<file path="config.mk">
export PLATFORM = sky130hd
export DESIGN_NAME = wb_ram_arbiter
export DESIGN_NICKNAME = d
export VERILOG_FILES = /design/src/rtl/wb_ram_pkg.sv /design/src/rtl/rr_grant2.sv /design/src/rtl/wb_ram_arbiter.sv
export SDC_FILE = /design/constraint.sdc
export NUM_CORES = 1
export LEC_CHECK = 0
export CAP_MARGIN = 20
export CORE_MARGIN = 3
export CORE_UTILIZATION = 23
export CTS_CLUSTER_DIAMETER = 100
export DETAILED_ROUTE_END_ITERATION = 8
export GPL_TIMING_DRIVEN = 0
export PLACE_DENSITY = 0.88
export RECOVER_POWER = 100
export SLEW_MARGIN = 20
export SYNTH_ARGS = -nofsm -noshare
export SYNTH_HDL_FRONTEND = slang
export SYNTH_SLANG_ARGS = --single-unit
export TNS_END_PERCENT = 1
</file>
<file path="constraint.sdc">
create_clock -name clk_i -period 2.4 [get_ports clk_i]
set_clock_uncertainty 0.1 [all_clocks]
set_input_delay 0.72 -clock clk_i [delete_from_list [all_inputs] [get_ports clk_i]]
set_output_delay 0.72 -clock clk_i [all_outputs]
set_load 0.05 [all_outputs]
</file>
<file path="src/rtl/wb_ram_pkg.sv">
// Shared types and constants for the two-master Wishbone RAM arbiter.
package wb_ram_pkg;

  localparam int n_masters = 2;

  typedef enum logic [1:0] {
    IDLE  = 2'd0,
    GRANT = 2'd1,
    ACK   = 2'd2
  } state_t;

endpackage

</file>
<file path="src/rtl/rr_grant2.sv">
// Combinational two-way round-robin pick: a lone requester wins, a tie goes
// to whichever master did not own the bus last.
module rr_grant2
  import wb_ram_pkg::*;
(
  input  logic [n_masters-1:0] req_i,
  input  logic                 last_i,
  output logic                 winner_o
);

  assign winner_o = req_i[1] & (~req_i[0] | ~last_i);

endmodule

</file>
<file path="src/rtl/wb_ram_arbiter.sv">
// Two-port Wishbone classic slave sharing one single-port synchronous RAM,
// granting per bus cycle with round-robin on contention.
module wb_ram_arbiter
  import wb_ram_pkg::*;
#(
  parameter int adr_width = 16,
  parameter int dat_width = 16
) (
  input  logic                                clk_i,
  input  logic                                rst_i,
  input  logic [n_masters-1:0]                m_cyc_i,
  input  logic [n_masters-1:0]                m_stb_i,
  input  logic [n_masters-1:0]                m_we_i,
  input  logic [n_masters-1:0][adr_width-1:0] m_adr_i,
  input  logic [n_masters-1:0][dat_width-1:0] m_dat_w_i,
  output logic [n_masters-1:0][dat_width-1:0] m_dat_r_o,
  output logic [n_masters-1:0]                m_ack_o,
  output logic [adr_width-1:0]                ram_a_o,
  output logic [dat_width-1:0]                ram_d_o,
  input  logic [dat_width-1:0]                ram_q_i,
  output logic                                ram_cen_o,
  output logic                                ram_wen_o
);

  state_t state_q, state_d;
  logic   owner_q, owner_d;
  logic   last_q, last_d;
  logic   winner;

  rr_grant2 u_rr_grant2 (
    .req_i    (m_cyc_i),
    .last_i   (last_q),
    .winner_o (winner)
  );

  // last resets to 1 so master 0 wins the first contention
  always_ff @(posedge clk_i) begin
    if (rst_i) begin
      state_q <= IDLE;
      owner_q <= 1'b0;
      last_q  <= 1'b1;
    end else begin
      state_q <= state_d;
      owner_q <= owner_d;
      last_q  <= last_d;
    end
  end

  // Outputs are gated by rst_i so a write strobed in the reset cycle never lands
  always_comb begin
    state_d   = state_q;
    owner_d   = owner_q;
    last_d    = last_q;
    ram_cen_o = 1'b0;
    ram_wen_o = 1'b0;
    ram_a_o   = '0;
    ram_d_o   = '0;
    m_ack_o   = '0;
    m_dat_r_o = '0;
    if (!rst_i) begin
      unique case (state_q)
        IDLE: begin
          if (|m_cyc_i) begin
            owner_d = winner;
            state_d = GRANT;
          end
        end
        GRANT: begin
          if (!m_cyc_i[owner_q]) begin
            last_d  = owner_q;
            state_d = IDLE;
          end else if (m_stb_i[owner_q]) begin
            ram_cen_o = 1'b1;
            ram_wen_o = m_we_i[owner_q];
            ram_a_o   = m_adr_i[owner_q];
            ram_d_o   = m_dat_w_i[owner_q];
            state_d   = ACK;
          end
        end
        ACK: begin
          // an owner that dropped cyc here aborts and gets no ack
          m_ack_o[owner_q]   = m_cyc_i[owner_q] & m_stb_i[owner_q];
          m_dat_r_o[owner_q] = ram_q_i;
          state_d            = GRANT;
        end
        default: state_d = IDLE;
      endcase
    end
  end

endmodule

</file>
==> results of run 1 <==
how the worst min path moves through the flow:
stage / depth (start not counted) / to / slack (ns) / startpoint
after floorplan: 2 / last_q / 0.37 / last_q
after global placement: 2 / last_q / 0.40 / last_q
after detailed placement: 2 / last_q / 0.41 / last_q
after CTS: 2 / last_q / 0.42 / last_q
after global routing: 2 / last_q / 0.47 / last_q
final: 2 / last_q / 0.41 / last_q
power breakdown:
part / switching (uW) / internal [uW] / leakage, uW
registers: 8.24 / 72.3 / 0.0000335
logic: 170 / 229 / 0.00129
clock network: 32.8 / 107 / 0.0000216
total: 211 / 408 / 0.00134
registers in the layout (all words and copies together), names as in the netlist:
signal,cells
state_q,2
last_q,1
owner_q,1
metrics by stage:
stage           util  total power [uW]
6_report       0.801               619
5_1_grt        0.801               648
4_1_cts        0.750               596
3_5_place_dp   0.655               411
3_3_place_gp   0.655               404
2_1_floorplan      -               226
Yosys cell counts:
| cell | n | share of area |
|---|---|---|
| and3b_1 | 1 | 0.0087 |
| buf_4 | 1 | 0.0075 |
| and3_1 | 1 | 0.0062 |
| buf_2 | 3 | 0.015 |
| o21ai_2 | 1 | 0.0087 |
| nand2b_1 | 1 | 0.0062 |
| nor4b_4 | 2 | 0.047 |
| o22ai_1 | 1 | 0.0062 |
| nor3_1 | 2 | 0.0099 |
| inv_1 | 4 | 0.015 |
| clkbuf_1 | 1 | 0.0037 |
| o21ai_0 | 1 | 0.0050 |
| nor2b_1 | 2 | 0.012 |
| o311ai_0 | 1 | 0.0087 |
| clkbuf_2 | 1 | 0.0050 |
| a21oi_1 | 2 | 0.0099 |
| nor2_1 | 34 | 0.13 |
| mux2i_1 | 33 | 0.33 |
| o31ai_1 | 1 | 0.0075 |
| dfxtp_1 | 4 | 0.080 |
| nor4bb_1 | 1 | 0.0099 |
| nand2_1 | 1 | 0.0037 |
| inv_2 | 1 | 0.0037 |
| buf_6 | 4 | 0.045 |
| and2_1 | 32 | 0.20 |
| a211oi_1 | 2 | 0.015 |
| nor3b_1 | 1 | 0.0075 |
layout make-up:
type                            count  area share
Sequential cell                     4      0.0251
Tap cell                           50      0.0190
Buffer                              9      0.0308
Inverter                            5     0.00569
Clock buffer                        3      0.0125
Timing Repair Buffer              164       0.573
Multi-Input combinational cell    120       0.334
layer usage:
metal,global-route usage,up-vias
li1,-,806
met1,0.224,813
met2,0.447,86
met3,0.0568,10
met4,0.0501,0
met5,0,-
cells by family after synthesis:
group	count (synthesis)	synth area share
simple gates	78	0.437
buf+inv	15	0.0944
mux	33	0.328
flops	4	0.0795
compound gates	9	0.0609
worst register-to-register path, cell delays in order, from the launching register on:
cell and delay (ns):
dfxtp_2 0.40, and3b_2 0.25, o21ai_4 0.19, buf_12 0.17, buf_16 0.14, inv_1 0.04
what timing repair did:
action	in CTS	in global routing
hold buffers	0	0
endpoints found under the setup margin	68	68
cloned	3	0
setup buffers	7	1
resized for setup	532	66
pin swaps	12	18
==> metrics, run 1 <==
status=finished, violations left; failing checks=setup timing; R2R Setup Slk=0.99 ns; sequential cell area=82.6 um2; clk root buf=clkbuf_8; Rel. slew slack=0.787; Finished Layout Cells=355; commonest non-fill, non-tap cell in the layout=clkdlybuf4s50_1; Final Max Slew Viols=0; Final setup viols=46; CP top delay family=buffers and inverters; pre-CTS WS=-1.50 ns; Reg-to-Reg Start=owner_q; Die Span X=72.2 um; CTS Sinks=4; Worst Setup SP=rst_i; Final ANT Viol Nets=0; DR iter-0 viols=31; Crit path depth=7; Syn. warnings=0; Site Rows=23; Worst Path Required=1.58 ns; RSZ-0062 raised after global routing=true; CP dominant cell by count=buf_12; largest net degree at the start of global routing=11; number of remaining DRC errors=0; P_leak=0.00134 uW; die area=5210 um2; CP max stage cell=nor3b_4; TritonRoute pass-1 iters=4; all-layer global routing usage=0.223; worst-path fanout max=8; Worst Setup End Kind=output port; Max Used Layer=met4; hold slack=0.410 ns; synthesized cell area=1010 um2; Critical Path, Cell by Cell=buf_12, nor3b_4, o21ai_4, buf_12, buf_12, nor2_2, buf_6; core area=4120 um2; clock buffer depth=2; metal3 WL=523 um; clock slew at reported path FFs=0.03 ns; layout cells sized above 1=0.495; DR vias=1,715; Net Count, Synth=227; Startpoint Class=input port; setup slack after layout=-0.167 ns; initial antenna violation count=0; CTS Buf Count=3; crit path kind=input port to output port; fill count=246; Setup TNS=-5.43 ns; critical path's largest stage delay=0.20 ns; final period demand of the worst path=2.57 ns; WL met1=2.00 mm; period utilisation layout=1.07; n_diodes=0; Hold Fails Final Rpt=0; fin nets=395; number of port buffers=155; synthesized netlist cell count=139; fmax=390 MHz; placed cell count=344; DP Area=2690 um2; Area growth syn-to-layout=227%; CP Buf/Inv Count=4; footprint of the multi-input gates=1100 um2; post-synthesis sequential area ratio=0.0795; num ports=156; routability cong.=0.762; VDD IR-drop max=298 uV; detailed-route wire length=6.28 mm; maxcap violations=0; Final Instance Area=3300 um2; Routed met2 length=3.61 mm; first-pass GRT wire length=9.16 mm; Distinct cells, synth=27; clk_lat worst skew=0.22 ns; vias in the first global route=1,784; WP data arrival=1.75 ns; routed length per instance=17.7 um; number of vias per cell=4.83; Worst R2R Path Depth=5; die height=72.2 um; reg2reg end=state_q[1]; number of synthesized register bits=4; Initial Utilization=0.245; most frequent cells in the layout=clkdlybuf4s50_1 (82), buf_6 (51), mux2i_1 (29); post-synthesis average cell area=7.25 um2; Slew @ Worst Pin=0.311 ns; Critical Path Sink=ram_a_o[3]; CTS tree=built; hold crit path type=flop to flop; GR Overflow Total=0; H-tree levels=1; PD cells=188 nW/um2; post-DP HPWL=4.43 mm
No activity file was read; power rests on OpenSTA's default activity.
==> run 2: changes to the inputs <==
--- a/config.mk
+++ b/config.mk
@@ -9,10 +9,12 @@
 export CORE_MARGIN = 3
 export CORE_UTILIZATION = 23
 export CTS_CLUSTER_DIAMETER = 100
+export CTS_CLUSTER_SIZE = 20
 export DETAILED_ROUTE_END_ITERATION = 8
 export GPL_TIMING_DRIVEN = 0
 export PLACE_DENSITY = 0.88
 export RECOVER_POWER = 100
+export SETUP_SLACK_MARGIN = 0.02
 export SLEW_MARGIN = 20
 export SYNTH_ARGS = -nofsm -noshare
 export SYNTH_HDL_FRONTEND = slang
==> run 2 against run 1 <==
The run still ends with setup timing left. Die area is the same. Clock-buffer cell count unchanged. Critical path depth did not move. Wire length is 0.25% lower. Via count decreased by 0.47%. Cell count unchanged. Maximum frequency barely moved. Utilization grew 0.15 points. Hold slack worse by 0.0017 ns. Final area increased by 0.19%. First-iteration DRC count shrank 13%. Highest routed layer unchanged.
==> metrics, run 2 (synthesis results as in run 1) <==
status=finished, violations left; failing checks=setup timing; largest net degree at the start of global routing=11; hold_buf cts=0; CTS tree=built; max reg flops=2; num ports=156; Worst Setup SP=rst_i; Initial Utilization=0.245; Hold Fails Final Rpt=0; TritonRoute pass-1 iters=4; Setup TNS=-5.40 ns; first-pass GRT wire length=9.16 mm; vias in the first global route=1,784; final period demand of the worst path=2.57 ns; WP data arrival=1.75 ns; Largest regs=state_q (2), last_q (1), owner_q (1); GR Overflow Total=0; initial antenna violation count=0; VDD IR-drop max=298 uV; Final setup viols=46; number of remaining DRC errors=0; Site Rows=23; CTS Sinks=4; P_leak=0.00134 uW; n_diodes=0; post-DP HPWL=4.43 mm; H-tree levels=1; fin nets=395; routability cong.=0.762; Worst Hold Launch=last_q; all-layer global routing usage=0.223; die height=72.2 um; Area growth syn-to-layout=228%; number of port buffers=155; Startpoint Class=input port; Worst Setup End Kind=output port; Worst Path Required=1.58 ns; Reg-to-Reg Start=owner_q; hold crit path type=flop to flop; setup slack after layout=-0.166 ns; worst-path fanout max=8; Die Span X=72.2 um; PD cells=188 nW/um2; Final Power=619 uW; Finished Layout Cells=355; clk_lat worst skew=0.22 ns; RSZ-0062 raised after global routing=true; Slew @ Worst Pin=0.311 ns; core area=4120 um2; fill count=243; most frequent cells in the layout=clkdlybuf4s50_1 (82), buf_6 (50), mux2i_1 (29); die area=5210 um2; CTS Buf Count=3; clock buffer depth=2; maxcap violations=0; crit path kind=input port to output port; fmax=390 MHz; fin util=0.802; Final ANT Viol Nets=0; DR vias=1,707; number of vias per cell=4.81; clk root buf=clkbuf_8; Final Max Slew Viols=0; routed length per instance=17.7 um; layout cells sized above 1=0.498; period utilisation layout=1.07; detailed-route wire length=6.27 mm; Reg with most FFs=state_q; clock slew at reported path FFs=0.03 ns; commonest non-fill, non-tap cell in the layout=clkdlybuf4s50_1; placed cell count=344; Rel. slew slack=0.787; DR iter-0 viols=27
## run 2: power breakdown
part / total, uW / switching [uW] / internal [uW]
logic: 399 / 170 / 229
registers: 80.5 / 8.23 / 72.3
clock network: 139 / 32.7 / 107
total: 619 / 211 / 408
## run 2: worst max-delay path, cell delays in order
cell and delay [ns]:
buf_12 0.12, nor3b_4 0.20, o21ai_4 0.11, buf_12 0.16
buf_12 0.14, nor2_2 0.12, buf_6 0.17
## run 2: metrics by stage
| step | worst slack [ns] | area, um2 | hold slack, ns |
|---|---|---|---|
| 5_1_grt | -0.232 | 3300 | 0.468 |
| 6_report | -0.166 | 3300 | 0.409 |
| 3_3_place_gp | -1.49 | 2690 | 0.395 |
| 3_5_place_dp | -1.50 | 2690 | 0.413 |
| 2_1_floorplan | -0.197 | 1080 | 0.368 |
| 4_1_cts | -0.253 | 3090 | 0.418 |
## run 2: metal layers
layer / vias up / track usage / wire length [um]
li1: 805 / - / -
met1: 806 / 0.224 / 1990
met2: 86 / 0.447 / 3590
met3: 10 / 0.0568 / 529
met4: 0 / 0.0501 / 154
met5: - / 0 / 0
## run 2: cell type report
type	count	area [um2]	area share
Timing Repair Buffer	164	1890	0.573
Multi-Input combinational cell	120	1100	0.334
Buffer	9	101	0.0307
Sequential cell	4	82.6	0.0250
Tap cell	50	62.6	0.0189
Clock buffer	3	41.3	0.0125
Inverter	5	18.8	0.00568
## run 2: worst paths after layout
check             slack [ns]  cells past startpoint          to
setup / recovery       -0.17                      7  ram_a_o[3]
hold / removal          0.41                      2      last_q
setup reg to reg        0.99                      5  state_q[1]
hold reg to reg         0.41                      2      last_q
## run 2: repair_timing
action	4_1_cts	5_1_grt
resized for setup	532	68
endpoints found under the hold margin	0	0
pin swaps	12	23
gates cloned	3	0
buffers inserted	7	1
endpoints found under the setup margin	68	68
